### config.mk
export PLATFORM = sky130hd
export DESIGN_NAME = exc_commit_ctrl_flat
export DESIGN_NICKNAME = d
export VERILOG_FILES = /design/src/rtl/exc_commit_ctrl_pkg.sv /design/src/rtl/exc_commit_ctrl_if.sv /design/src/rtl/exc_commit_ctrl_prio_enc.sv /design/src/rtl/exc_commit_ctrl.sv /design/src/flat_wrapper.sv
export SDC_FILE = /design/constraint.sdc
export NUM_CORES = 1
export LEC_CHECK = 0
export CORE_AREA = 10 10 159 161
export DETAILED_ROUTE_END_ITERATION = 8
export DIE_AREA = 0 0 169 171
export GPL_TIMING_DRIVEN = 1
export PLACE_DENSITY_LB_ADDON = 0.12
export SETUP_SLACK_MARGIN = 0.02
export SLEW_MARGIN = 20
export SYNTH_ARGS = -nofsm -noshare
export SYNTH_HDL_FRONTEND = slang
export SYNTH_HIERARCHICAL = 1
export SYNTH_SLANG_ARGS = --single-unit
### constraint.sdc
create_clock -name clk -period 6.9 [get_ports clk]
set_input_delay 2.07 -clock clk [delete_from_list [all_inputs] [get_ports clk]]
set_output_delay 2.07 -clock clk [all_outputs]
set_load 0.01 [all_outputs]
### src/rtl/exc_commit_ctrl_pkg.sv
// Shared types and constants for the commit-side exception/ERET controller.
// Exception codes follow the MIPS32 cause.ExcCode encoding.
package exc_commit_ctrl_pkg;

  localparam logic [31:0] EXC_VECTOR_DEF = 32'hBFC0_0380;

  localparam logic [4:0] CODE_INT  = 5'h00;
  localparam logic [4:0] CODE_ADEL = 5'h04;
  localparam logic [4:0] CODE_ADES = 5'h05;
  localparam logic [4:0] CODE_SYS  = 5'h08;
  localparam logic [4:0] CODE_BP   = 5'h09;
  localparam logic [4:0] CODE_RI   = 5'h0a;
  localparam logic [4:0] CODE_OV   = 5'h0c;

  typedef enum logic {IDLE, HOLD} state_t;

  typedef struct packed {
    logic if_adel;
    logic ri;
    logic ov;
    logic sys;
    logic bp;
    logic adel;
    logic ades;
  } exc_vec_t;

  typedef struct packed {
    logic        valid;
    logic [31:0] pc;
    logic        in_delay_slot;
    logic [4:0]  code;
    logic [31:0] badvaddr;
  } exception_t;

  typedef struct packed {
    logic [15:0] rsvd_hi;
    logic [7:0]  im;
    logic [4:0]  rsvd_lo;
    logic        erl;
    logic        exl;
    logic        ie;
  } cp0_status_t;

  typedef struct packed {
    logic        bd;
    logic        ti;
    logic [13:0] rsvd_hi;
    logic [7:0]  ip;
    logic        rsvd_mid;
    logic [4:0]  exc_code;
    logic [1:0]  rsvd_lo;
  } cp0_cause_t;

endpackage

### src/rtl/exc_commit_ctrl_if.sv
// Fetch redirect handshake: the controller drives the target, fetch accepts it.
interface exc_commit_ctrl_if;
  logic        redir_valid;
  logic [31:0] redir_pc;
  logic        redir_ready;

  modport master (output redir_valid, output redir_pc, input redir_ready);
  modport slave  (input redir_valid, input redir_pc, output redir_ready);
endinterface

### src/rtl/exc_commit_ctrl_prio_enc.sv
// Resolves one commit slot's interrupt and exception flags into a single
// winning exception code and the bad virtual address that goes with it.
module exc_prio_enc
  import exc_commit_ctrl_pkg::*;
(
  input  logic        valid,
  input  logic        int_req,
  input  exc_vec_t    flags,
  input  logic [31:0] pc,
  input  logic [31:0] badvaddr_in,
  output logic        hit,
  output logic [4:0]  code,
  output logic [31:0] badvaddr
);

  always_comb begin
    hit      = valid & (int_req | (flags != '0));
    code     = CODE_INT;
    badvaddr = '0;
    if (int_req) begin
      code = CODE_INT;
    end else if (flags.if_adel) begin
      code     = CODE_ADEL;
      badvaddr = pc;
    end else if (flags.ri) begin
      code = CODE_RI;
    end else if (flags.ov) begin
      code = CODE_OV;
    end else if (flags.sys) begin
      code = CODE_SYS;
    end else if (flags.bp) begin
      code = CODE_BP;
    end else if (flags.adel) begin
      code     = CODE_ADEL;
      badvaddr = badvaddr_in;
    end else if (flags.ades) begin
      code     = CODE_ADES;
      badvaddr = badvaddr_in;
    end
  end

endmodule

### src/rtl/exc_commit_ctrl.sv
// Commit-side exception/ERET initiator: reports to cp0, kills younger writes and
// holds a fetch redirect until accepted. Define EXC_INT_SYNC_EN for a 2-flop ext_int synchroniser.
module exc_commit_ctrl
  import exc_commit_ctrl_pkg::*;
#(
  parameter logic [31:0] EXC_VECTOR = EXC_VECTOR_DEF,
  parameter int          INT_LINES  = 6
) (
  input  logic                 clk,
  input  logic                 reset,
  input  logic [1:0]           cm_valid,
  input  logic [1:0][31:0]     cm_pc,
  input  logic [1:0]           cm_in_ds,
  input  exc_vec_t [1:0]       cm_exc,
  input  logic [1:0][31:0]     cm_badvaddr,
  input  logic [1:0]           cm_eret,
  input  logic [1:0]           cm_epc_wr,
  input  logic [1:0][31:0]     cm_epc_wd,
  input  logic [INT_LINES-1:0] ext_int,
  input  logic                 timer_interrupt,
  input  cp0_status_t          cp0_status,
  input  cp0_cause_t           cp0_cause,
  input  logic [31:0]          cp0_epc,
  output exception_t           exception,
  output logic                 is_eret,
  output logic [INT_LINES-1:0] hw_ip,
  output logic [1:0]           cm_kill,
  output logic                 flush,
  output logic                 commit_stall,
  exc_commit_ctrl_if.master    redir
);

  state_t              state, next_state;
  logic [31:0]         redir_pc_q;
  logic [INT_LINES-1:0] int_sync;
  logic [7:0]          ip_all;
  logic                int_pend;
  logic [1:0]          hit;
  logic [1:0][4:0]     code;
  logic [1:0][31:0]    bad;
  logic [1:0]          eret_v;
  logic                ev0, ev1, take, exc_win, win_slot;
  logic [31:0]         eret_target;
  logic                unused_bits;

`ifdef EXC_INT_SYNC_EN
  logic [INT_LINES-1:0] int_meta;

  always_ff @(posedge clk or posedge reset) begin
    if (reset) begin
      int_meta <= '0;
      int_sync <= '0;
    end else begin
      int_meta <= ext_int;
      int_sync <= int_meta;
    end
  end
`else
  always_ff @(posedge clk or posedge reset) begin
    if (reset) int_sync <= '0;
    else       int_sync <= ext_int;
  end
`endif

  // The timer comes from cp0 in our own clock domain, so it bypasses the synchroniser.
  assign hw_ip    = int_sync | {timer_interrupt, {(INT_LINES-1){1'b0}}};
  assign ip_all   = cp0_cause.ip | 8'({hw_ip, 2'b00});
  assign int_pend = cp0_status.ie & ~cp0_status.exl & ~cp0_status.erl & (|(ip_all & cp0_status.im));

  exc_prio_enc u_prio0 (
    .valid(cm_valid[0]), .int_req(int_pend), .flags(cm_exc[0]), .pc(cm_pc[0]),
    .badvaddr_in(cm_badvaddr[0]), .hit(hit[0]), .code(code[0]), .badvaddr(bad[0])
  );

  exc_prio_enc u_prio1 (
    .valid(cm_valid[1]), .int_req(int_pend & ~cm_valid[0]), .flags(cm_exc[1]), .pc(cm_pc[1]),
    .badvaddr_in(cm_badvaddr[1]), .hit(hit[1]), .code(code[1]), .badvaddr(bad[1])
  );

  assign eret_v   = cm_valid & cm_eret;
  assign ev0      = hit[0] | eret_v[0];
  assign ev1      = ~ev0 & (hit[1] | eret_v[1]);
  assign take     = (state == IDLE) & (ev0 | ev1);
  assign exc_win  = ev0 ? hit[0] : hit[1];
  assign win_slot = ~ev0;

  // An mtc0 EPC in the older slot has not reached cp0 yet, so forward it to a younger ERET.
  assign eret_target = (ev1 & ~hit[1] & cm_valid[0] & cm_epc_wr[0]) ? cm_epc_wd[0] : cp0_epc;

  always_ff @(posedge clk or posedge reset) begin
    if (reset) begin
      state      <= IDLE;
      redir_pc_q <= '0;
    end else begin
      state <= next_state;
      if (take) redir_pc_q <= exc_win ? EXC_VECTOR : eret_target;
    end
  end

  always_comb begin
    next_state        = state;
    exception         = '0;
    is_eret           = 1'b0;
    flush             = 1'b0;
    commit_stall      = 1'b0;
    cm_kill           = 2'b00;
    redir.redir_valid = 1'b0;
    case (state)
      IDLE: begin
        if (ev0 | ev1) begin
          next_state   = HOLD;
          flush        = 1'b1;
          commit_stall = 1'b1;
          cm_kill      = (ev0 & hit[0]) ? 2'b11 : 2'b10;
          if (exc_win) begin
            exception.valid         = 1'b1;
            exception.pc            = cm_pc[win_slot];
            exception.in_delay_slot = cm_in_ds[win_slot];
            exception.code          = code[win_slot];
            exception.badvaddr      = bad[win_slot];
          end else begin
            is_eret = 1'b1;
          end
        end
      end
      HOLD: begin
        redir.redir_valid = 1'b1;
        commit_stall      = 1'b1;
        cm_kill           = 2'b11;
        if (redir.redir_ready) next_state = IDLE;
      end
      default: next_state = IDLE;
    endcase
  end

  assign redir.redir_pc = redir_pc_q;

  assign unused_bits = ^{cm_epc_wr[1], cm_epc_wd[1], cp0_status.rsvd_hi, cp0_status.rsvd_lo,
                         cp0_cause.bd, cp0_cause.ti, cp0_cause.rsvd_hi, cp0_cause.rsvd_mid,
                         cp0_cause.exc_code, cp0_cause.rsvd_lo};

endmodule

### src/flat_wrapper.sv
// flat-port wrapper written by rule: the top's interface ports become plain ports
module exc_commit_ctrl_flat import exc_commit_ctrl_pkg::*;
#(
  parameter logic [31:0] EXC_VECTOR = EXC_VECTOR_DEF,
  parameter int          INT_LINES  = 6
)
  (clk, reset, cm_valid, cm_pc, cm_in_ds, cm_exc, cm_badvaddr, cm_eret, cm_epc_wr, cm_epc_wd, ext_int, timer_interrupt, cp0_status, cp0_cause, cp0_epc, exception, is_eret, hw_ip, cm_kill, flush, commit_stall, redir_redir_valid, redir_redir_pc, redir_redir_ready);
  exc_commit_ctrl_if redir_i ();
  input  logic clk;
  input  logic reset;
  input  logic [1:0] cm_valid;
  input  logic [1:0][31:0] cm_pc;
  input  logic [1:0] cm_in_ds;
  input  exc_vec_t [1:0] cm_exc;
  input  logic [1:0][31:0] cm_badvaddr;
  input  logic [1:0] cm_eret;
  input  logic [1:0] cm_epc_wr;
  input  logic [1:0][31:0] cm_epc_wd;
  input  logic [INT_LINES-1:0] ext_int;
  input  logic timer_interrupt;
  input  cp0_status_t cp0_status;
  input  cp0_cause_t cp0_cause;
  input  logic [31:0] cp0_epc;
  output exception_t exception;
  output logic is_eret;
  output logic [INT_LINES-1:0] hw_ip;
  output logic [1:0] cm_kill;
  output logic flush;
  output logic commit_stall;
  output wire logic [$bits(redir_i.redir_valid)-1:0] redir_redir_valid;
  output wire logic [$bits(redir_i.redir_pc)-1:0] redir_redir_pc;
  input wire logic [$bits(redir_i.redir_ready)-1:0] redir_redir_ready;
  assign redir_redir_valid = redir_i.redir_valid;
  assign redir_redir_pc = redir_i.redir_pc;
  assign redir_i.redir_ready = redir_redir_ready;
  exc_commit_ctrl #(.EXC_VECTOR(EXC_VECTOR), .INT_LINES(INT_LINES)) u_core (.clk(clk), .reset(reset), .cm_valid(cm_valid), .cm_pc(cm_pc), .cm_in_ds(cm_in_ds), .cm_exc(cm_exc), .cm_badvaddr(cm_badvaddr), .cm_eret(cm_eret), .cm_epc_wr(cm_epc_wr), .cm_epc_wd(cm_epc_wd), .ext_int(ext_int), .timer_interrupt(timer_interrupt), .cp0_status(cp0_status), .cp0_cause(cp0_cause), .cp0_epc(cp0_epc), .exception(exception), .is_eret(is_eret), .hw_ip(hw_ip), .cm_kill(cm_kill), .flush(flush), .commit_stall(commit_stall), .redir(redir_i));
endmodule
---- Word-level counts from Yosys, hierarchy flattened ----
Index checks and enable logic that the tools add are counted.
word-level totals
  word-level logic and storage cells ...... 92
  register bits after elaboration ......... 39
  output and inout bits ................... 115
  input bits .............................. 320
operators by class
  bitwise operators ....................... 27
  multiplexer cells ....................... 58
  reductions and logical operators ........ 3
  magnitude comparators ................... 1
operators by type and width
  operator              number
  $mux W32              22
  $mux W71              3
  $mux W4               13
  $reduce_bool A7 Y1    2
  $and A1 B1 Y1         12
  $mux W3               4
  $mux W1               11
  $and A8 B8 Y8         1
  $or A8 B8 Y8          1
  $reduce_or A8 Y1      1
  $not A1 Y1            6
  $or A6 B6 Y6          1
  $mux W5               1
  $or A1 B1 Y1          5
  $pmux W1 S2           2
  $pmux W2 S2           1
  $and A2 B2 Y2         1
  $lt A1 B2 Y1 const B  1
  $mux W2               1

---- Depth between registers and ports, before layout ----
  word-level depth ........................ 15
  mapped depth ............................ 11
  gate-level depth less buffers ........... 10

---- Hierarchy ----
Netlist, hierarchy kept.
modules (own cells, without submodules)
  module           seq. area each (um^2)  cells an instance  instances  area each (um^2)
  exc_commit_ctrl  975.9                  430                1          2852.7
  exc_prio_enc     0.0                    61                 2          549.3

---- Worst setup path before layout ----
No wires, ideal clock.
  path kind ............................... input to output
  start ................................... in cp0_status[11] (netlist bit)
  end ..................................... out exception[61] (netlist bit)
  required time ........................... 4830 ps
  arrival ................................. 4071 ps
  slack ................................... 759 ps
  cell stages on the path ................. 10
  path through ............................ o21ai_0 -> nand4_1 -> nor2_1 -> nor4_1 -> o41a_1 -> a21oi_1 -> or2_2 -> clkbuf_1 -> clkbuf_1 -> a21oi_1
RTL lines
  what         RTL line            source
  from (decl)  flat_wrapper.sv:21  input cp0_status_t cp0_status;
  to (decl)    flat_wrapper.sv:24  output exception_t exception;

---- Worst setup path after layout ----
  start ................................... in cm_exc[2] (netlist bit)
  end ..................................... out is_eret
between the ends
  longest elaborated chain between the ends .. 9
ends and longest elaborated chain
  what                  RTL line                        source
  from (decl)           flat_wrapper.sv:14              input exc_vec_t [1:0] cm_exc;
  $reduce_bool A7 Y1 *  exc_commit_ctrl_prio_enc.sv:17  hit = valid & (int_req | (flags != '0));
  $or A1 B1 Y1 *        exc_commit_ctrl_prio_enc.sv:17
  $and A1 B1 Y1 *       exc_commit_ctrl_prio_enc.sv:17
  net u_core.hit[0]     exc_commit_ctrl.sv:38           logic [1:0] hit;
  $or A1 B1 Y1          exc_commit_ctrl.sv:81           assign ev0 = hit[0] | eret_v[0];
  $not A1 Y1            exc_commit_ctrl.sv:82           assign ev1 = ~ev0 & (hit[1] | eret_v[1]);
  $and A1 B1 Y1         exc_commit_ctrl.sv:82
  $or A1 B1 Y1          exc_commit_ctrl.sv:110          if (ev0 | ev1) begin
  $mux W1 *             exc_commit_ctrl.sv:110
  $mux W1 *             exc_commit_ctrl.sv:108          case (state)
  to (decl)             flat_wrapper.sv:25              output logic is_eret;
The timed path passes the listed nets; every way through them passes the cells marked *.

==> impl_metrics.py <==
metrics = {
    "route": {
        "avgRoutedWirePerCell_um": 20.2,
        "drtIter0Drc": 265,
        "top_layer_used": "met4",
        "dr_wl_met3_um": 2190,
        "viasPerCell": 4.52,
        "vias": 5351,
        "dr_wl_met2_um": 11300,
        "ant_nets": 0,
        "dr.pass1.iters": 4,
        "drc_errors": 0,
        "met1Wirelength_um": 10200,
        "routed_wl_um": 24000,
    },
    "floorplan": {
        "core_area_mm2": 0.0222,
        "top_level_ports": 435,
        "row_count": 55,
        "start_util_pct": 17.8,
        "die_x_um": 169,
        "dieArea_mm2": 0.0289,
        "fp.dieH_um": 171,
    },
    "sta": {
        "tightest_slew_ns": 0.513,
        "report.final.slew_viol_count": 0,
        "max_freq_mhz": 149,
        "hold_violations": 0,
        "maxSlewHeadroom_pct": 65.8,
        "setup_viol": 0,
        "period_minus_slack_ns": 6.72,
        "period_share_pct": 97.3,
        "fin_skew_ns": 0.00396,
        "rsz0062_at_grt": "no",
    },
    "logic_synthesis": {
        "yosysSeqAreaShare_pct": 24.7,
        "syn_area_per_cell_um2": 7.16,
        "synth_area_leaders": "dfrtp_1, nand2_1, a32o_2",
        "synthDominantCellAreaShare_pct": 24.7,
        "synth_cells": 552,
        "synthTopCellsByCount": "nand2_1, a21oi_1, a32o_2",
        "synth_area_mm2": 0.00395,
        "synth_edf_count": 0,
        "yosysUniqueCellTypes": 38,
        "synth_most_common_cell": "nand2_1",
        "synth-seq-cells": 39,
        "ys.flop_type": "dfrtp_1",
        "syn_nets": 872,
        "async_reset_ff_share_pct": 100,
        "yosys_warnings": 6,
        "yosysTopAreaCell": "dfrtp_1",
    },
    "clocking": {
        "clock_path_buffers": 2,
        "cts_tree": "built",
        "cts.sinks": 39,
        "cts_made_buffers": 5,
        "ctsHoldBuffers": 0,
        "clkTransAtPathRegs_ns": 0.06,
        "clockRootBuffer": "clkbuf_16",
        "clock_latency_ns": 0.28,
        "h-tree-depth": 2,
    },
    "status": {
        "status": "finished clean",
    },
    "critical_path": {
        "required_ns": 4.83,
        "end_kind": "output port",
        "slowest_delay_ns": 0.55,
        "cp-startpoint": "cm_exc[2]",
        "path_delay_family": "buffers and inverters",
        "crit_chain": "clkdlybuf4s50_1, or4_4, o41a_1, buf_4, or2_2, a21o_1, inv_1, dlygate4sd2_1",
        "crit_path_top_delay_cell": "or4_4",
        "crit_fanout": 4,
        "critical_path_buf_inv_count": 4,
        "reg2reg_from": "u_core/int_sync[1]$_DFF_PP0_",
        "crit_type": "in2out",
        "crit_path_start_kind": "input port",
        "arrival_ns": 4.65,
    },
    "global_routing": {
        "overflow": 0,
        "grt_pass1_wl_um": 35500,
        "grtUsageTotal_pct": 15.4,
        "antenna_found_initial": 1,
        "grt_max_degree": 40,
        "grt_pass1_vias": 5552,
    },
    "hold_path": {
        "hold_path.class": "reg2reg",
        "min_from": "u_core/redir.redir_pc[15]$_DFFE_PP0P_",
    },
    "layout": {
        "final_cells": 1185,
        "drive_above_1_share_pct": 15.2,
        "nets": 1218,
        "fin_area_mm2": 0.00823,
        "syn2layout_area_growth_pct": 108,
    },
    "power_and_ir_drop": {
        "max-vdd-ir-drop_uv": 89.9,
        "powerDensity_mw_per_mm2": 120,
        "leakagePower_nw": 3.88,
    },
    "place": {
        "portBuffers": 355,
        "placed_cells": 1174,
        "placed_cell_area_mm2": 0.00808,
        "hpwl_um": 19300,
        "place_congestion": 0.778,
    },
    "run": {
        "maxCapViolCount": 0,
    },
}
sequential cells by signal (all words and copies together) (netlist names):
signal                 flops
u_core/int_sync            6
u_core/redir.redir_pc     32
u_core/state               1
per-stage QoR:
stage	total power [mW]	hold slack, ns	TNS, ns	setup slack (ns)	util [%]
after floorplan	0.419	0.514	0	0.759	-
after global placement	0.732	0.461	-3.64	-0.114	36.4
after detailed placement	0.731	0.475	-8.34	-0.191	36.4
after CTS	0.999	0.488	0	0.0226	36.9
after global routing	1.04	0.509	0	0.0259	37.0
final	0.983	0.482	0	0.184	37.0
report_power, final:
part | total, mW | internal (mW) | switching, mW | leakage [nW]
clock network | 0.275 | 0.180 | 0.0948 | 0.0869
registers | 0.259 | 0.248 | 0.0112 | 0.466
logic | 0.449 | 0.264 | 0.185 | 3.33
total | 0.983 | 0.692 | 0.291 | 3.88
routing by layer:
| layer | GRT usage, % | up-vias |
|---|---|---|
| met4 | 3.11 | 0 |
| met2 | 25.5 | 250 |
| met5 | 0 | - |
| li1 | - | 2671 |
| met3 | 5.07 | 14 |
| met1 | 19.2 | 2416 |
final timing paths:
check | cells past startpoint | end | slack (ns)
worst max-delay path | 8 | is_eret | 0.18
worst min register to register | 2 | u_core/redir.redir_pc[15]$_DFFE_PP0P_ | 0.48
worst max register to register | 10 | u_core/redir.redir_pc[5]$_DFFE_PP0P_ | 3.90
max in group asynchronous | 3 | u_core/redir.redir_pc[13]$_DFFE_PP0P_ | 4.34
worst min-delay path | 2 | u_core/redir.redir_pc[15]$_DFFE_PP0P_ | 0.48
min in group asynchronous | 3 | u_core/redir.redir_pc[29]$_DFFE_PP0P_ | 2.21
layout make-up:
class	instances	area (um^2)
antenna	1	2.50
clock buffer	6	139
clock inverter	2	35.0
fill	2416	14000
inverter	8	30.0
multi-input combinational	443	2650
sequential	39	976
tap	285	357
timing repair buffer	401	4040
layout by cell type (no fill, tap or decap), drive strengths merged:
master	count
diode	1
clkinv	1
nand2	186
a21oi	75
nand3b	2
dlygate4sd2	70
o31ai	3
dfrtp	39
a32o	62
nor3b	6
nand4	1
a22oi	1
clkdlybuf4s50	280
bufinv	1
a21boi	1
nand3	1
a31o	2
a21o	2
nor4	2
mux2i	20
and3	2
or4	3
inv	8
conb	2
nor2b	4
buf	46
or2	5
a31oi	12
nand2b	2
clkbuf	6
nor3	5
o41a	2
o21ai	27
dlymetal6s2s	5
nor2	15
kinds of logic (layout without fill, tap and decap cells):
| logic type | count (synthesis) | count (layout) | synth area share (%) |
|---|---|---|---|
| buffers and inverters | 70 | 417 | 9.56 |
| multiplexers | 20 | 20 | 5.07 |
| AND/OR/NAND/NOR | 234 | 234 | 25.6 |
| flip-flops | 39 | 39 | 24.7 |
| AO/OA/AOI/OAI | 187 | 187 | 34.8 |
| other | 2 | 3 | 0.190 |
worst reg2reg max path, delay by kind of cell (launching register included):
family                 cells  cell delay [ns]
AOI/OAI and AO/OA          3             0.76
buffers and inverters      1             0.15
DFF                        1             0.37
muxes                      1             0.30
and+or+nand+nor            5             1.29
timing repair:
item | 4_1_cts | 5_1_grt
setup buffers | 2 | 0
endpoints found under the hold margin | 0 | 0
endpoints found under the setup margin | 74 | 15
gates resized for setup | 75 | 7
pin swaps | 1 | 2
Note: power is estimated with default switching activity, not from simulation.
